===== config.mk =====
export PLATFORM = sky130hd
export DESIGN_NAME = lut_debounce_n
export DESIGN_NICKNAME = d
export VERILOG_FILES = /design/src/rtl/lut_debounce_n.sv
export SDC_FILE = /design/constraint.sdc
export NUM_CORES = 1
export LEC_CHECK = 0
export CORE_AREA = 3 3 40 42
export DETAILED_ROUTE_END_ITERATION = 7
export DIE_AREA = 0 0 43 45
export GPL_ROUTABILITY_DRIVEN = 0
export MAX_ROUTING_LAYER = met4
export PLACE_DENSITY = 0.65
export SYNTH_ARGS = -nofsm -noshare
export SYNTH_HDL_FRONTEND = slang
export SYNTH_SLANG_ARGS = --single-unit

===== constraint.sdc =====
create_clock -name CLK -period 1.65 [get_ports CLK]
set_input_delay 0.33 -clock CLK [delete_from_list [all_inputs] [get_ports CLK]]
set_output_delay 0.33 -clock CLK [all_outputs]
set_load 0.02 [all_outputs]

===== src/rtl/lut_debounce_n.sv =====
// Purpose: synchronize and debounce up to four raw pins, then drive a registered 4-input LUT result in level or toggle mode.
// Latency: a stable pin change reaches DB_OUT after DB_CYCLES+1 edges, and reaches LUT_Q/OUT/RISE one edge after that.
// Backpressure: none; the block is free-running and every stage updates on each CLK edge.
module lut_debounce_n #(
  parameter int          N_IN      = 2,
  parameter logic [15:0] LUT_INIT  = 16'h8888,
  parameter int          DB_CYCLES = 4,
  parameter int          OUT_MODE  = 0
) (
  input  logic            CLK,
  input  logic            RST_N,
  input  logic [N_IN-1:0] PIN_IN,
  output logic [N_IN-1:0] DB_OUT,
  output logic            LUT_Q,
  output logic            OUT,
  output logic            RISE
);

  localparam int               CNT_W    = $clog2(DB_CYCLES + 1);
  localparam logic [CNT_W-1:0] CNT_TERM = CNT_W'(DB_CYCLES - 1);
  localparam logic [CNT_W-1:0] CNT_ONE  = CNT_W'(1);

  logic [N_IN-1:0]  sync1;
  logic [N_IN-1:0]  sync2;
  logic [CNT_W-1:0] cnt [N_IN];
  logic [3:0]       lut_idx;
  logic             lut_c;
  logic             lut_rise;

  // Two-flop synchronizer for the asynchronous pins
  always_ff @(posedge CLK) begin
    if (!RST_N) begin
      sync1 <= '0;
      sync2 <= '0;
    end else begin
      sync1 <= PIN_IN;
      sync2 <= sync1;
    end
  end

  // Per-channel debounce: a channel only flips after DB_CYCLES consecutive disagreeing samples
  always_ff @(posedge CLK) begin
    for (int i = 0; i < N_IN; i++) begin
      if (!RST_N) begin
        cnt[i]    <= '0;
        DB_OUT[i] <= 1'b0;
      end else if (sync2[i] == DB_OUT[i]) begin
        cnt[i] <= '0;
      end else if (cnt[i] == CNT_TERM) begin
        DB_OUT[i] <= sync2[i];
        cnt[i]    <= '0;
      end else begin
        cnt[i] <= cnt[i] + CNT_ONE;
      end
    end
  end

  // Unused LUT inputs read as 0, so only the low 2**N_IN table entries are ever selected
  always_comb begin
    lut_idx  = 4'(DB_OUT);
    lut_c    = LUT_INIT[lut_idx];
    lut_rise = lut_c & ~LUT_Q;
  end

  // Registered LUT result, its rising-edge pulse, and the mode-dependent output
  always_ff @(posedge CLK) begin
    if (!RST_N) begin
      LUT_Q <= 1'b0;
      RISE  <= 1'b0;
      OUT   <= 1'b0;
    end else begin
      LUT_Q <= lut_c;
      RISE  <= lut_rise;
      if (OUT_MODE == 0) begin
        OUT <= lut_c;
      end else begin
        OUT <= OUT ^ lut_rise;
      end
    end
  end

endmodule


==> qor.yml <==
status: "complete, no violations"
antenna_found_initial: 0
cp-start-kind: "flop"
ys_warn_count: 0
finalNetCount: 65
grt_pass1_vias: 337
row_count: 13
crit_required_ns: 1.32
antennaDiodeCount: 0
crit_slowest_cell: "clkdlybuf4s50_1"
clock-root-buffer: "clkbuf_4"
vias_per_cell: 4.84
route.detailed.drc: 0
nFillCells: 116
finalHoldViolCount: 0
ys_types: 14
cts.sinks: 14
netlist_instances: 41
finalCritPeriodShare: 0.948
syn_area_um2: 563
rsz0062_at_grt: "false"
cts_made_buffers: 3
powerDensity_nw_per_um2: 864
fin_crit_ns: 1.56
power.total_mw: 0.601
core_um2: 1280
initial_utilization: 0.438
synth-seq-area-share: 0.604
wl_per_cell_um: 11.1
port_buffers: 8
hold_buffers: 0
vias: 339
vdd_ir_drop_max_mv: 0.583
grtUsageTotal: 0.109
cts_tree: "yes"
die_w_um: 43
ioPinCount: 9
syn_to_final_growth_pct: 23.6
endpoint_kind: "output port"
h-tree-depth: 1
skew_ns: 0.00416
wl_um: 774
drt_iter0_drc: 1
leakagePower_nw: 0.306
ant_nets: 0
hp-class: "flop to flop"
path_cells: "clkdlybuf4s50_1"
placedInstanceArea_um2: 668
first_pass_iters: 2
fin_area_um2: 696
setup_viol: 0
drive_gt1_frac: 0.109
hold-worst-slack_ns: 0.439
ys_top_cells_by_area: "edfxtp_1 32%, dfxtp_1 28%, ha_1 8.9%, nor4b_1 6.2%, and2_1 4.4%"
fmax_mhz: 639
worst-path-max-fanout: 3
ys_seq_elements: 14
clk_pin_slew_ns: 0.08
critPathKind: "flop to output port"
syn_avg_cell_area_um2: 13.7
clk_path_buf_depth: 2
synth_top_area_cell: "edfxtp_1"
dieArea_um2: 1940
synth_top_cell_area_share: 0.320
overflow: 0
cpLargestDelayFamily: "buffers and inverters"
die_y_um: 45
slowest_delay_ns: 0.61
slew_violations: 0
grt_pass1_wl_mm: 1.40
worstPathArrival_ns: 1.23
clk_latency_ns: 0.28
cap_violations: 0
path_buf_inv: 1
grt_max_degree: 14
fin_tns_setup_ns: 0
## repair_timing
| item | in CTS | in global routing |
|---|---|---|
| buffers inserted | 0 | 0 |
| resized for setup | 0 | 2 |
| endpoints found under the setup margin | 0 | 2 |
## area by class of cell
class                   instances  area, um2  share of cell area
flip-flops and latches         14        340               0.489
repair buffers                  8       85.1               0.122
clock buffers                   3       22.5              0.0324
multi-input cells              28        221               0.318
well taps                      15       18.8              0.0270
inverters                       2       7.51              0.0108
## final timing paths
kind | startpoint | end | slack [ns] | depth (start not counted)
min reg2reg | sync1[1] | sync2[1] | 0.44 | 1
min | sync1[1] | sync2[1] | 0.44 | 1
max | OUT | LUT_Q | 0.09 | 1
max reg2reg | cnt[1][0] | cnt[1][2] | 0.26 | 3
## per-layer routing
metal	routed length (um)	share of wire	global-route usage
met5	0	0	-
met4	30	0.039	0.108
met3	40	0.052	0.0239
met2	374	0.48	0.168
met1	328	0.42	0.115
## flip-flops by register name, summed over array words and instances, names as in the netlist
name,count
cnt,6
DB_OUT,2
sync1,2
sync2,2
OUT,1
RISE,1
## cells in the mapped netlist
cell	number
ha_1	4
conb_1	1
and4bb_2	2
inv_1	2
buf_4	1
mux2i_1	2
edfxtp_1	6
xnor2_1	2
nor4b_1	4
and3_2	1
dfxtp_1	8
buf_2	1
and2_1	4
nor2b_1	3
## logic make-up (layout without fill, tap and decap cells)
kind of cell | count (synthesis) | count (layout) | synth area share
xor+xnor | 2 | 2 | 0.0311
fa+ha+maj | 4 | 4 | 0.0889
buf+inv | 4 | 13 | 0.0356
flops | 14 | 14 | 0.604
mux | 2 | 2 | 0.0356
other cells | 1 | 6 | 0.00666
simple gates | 14 | 14 | 0.198
## through the flow
step	util	worst slack, ns	instances
finish	0.541	0.0861	70
global placement	0.520	0.216	67
global route	0.541	0.0358	70
floorplan	-	0.388	46
CTS	0.537	0.0129	70
detailed placement	0.520	0.109	67
## power by group
part | switching, mW | leakage (nW) | internal [mW]
combinational | 0.0144 | 0.165 | 0.0184
clock | 0.106 | 0.0138 | 0.0847
sequential | 0.00466 | 0.127 | 0.372
total | 0.126 | 0.306 | 0.475
## placed cells by master, fill, tap and decap left out, drive strengths merged
cell / n
and2: 4
and3: 1
and4bb: 2
clkbuf: 3
clkdlybuf4s50: 6
conb: 6
dfxtp: 8
dlymetal6s2s: 2
edfxtp: 6
ha: 4
inv: 2
mux2i: 2
nor2b: 3
nor4b: 4
xnor2: 2
(Power assumes the default switching activity.)
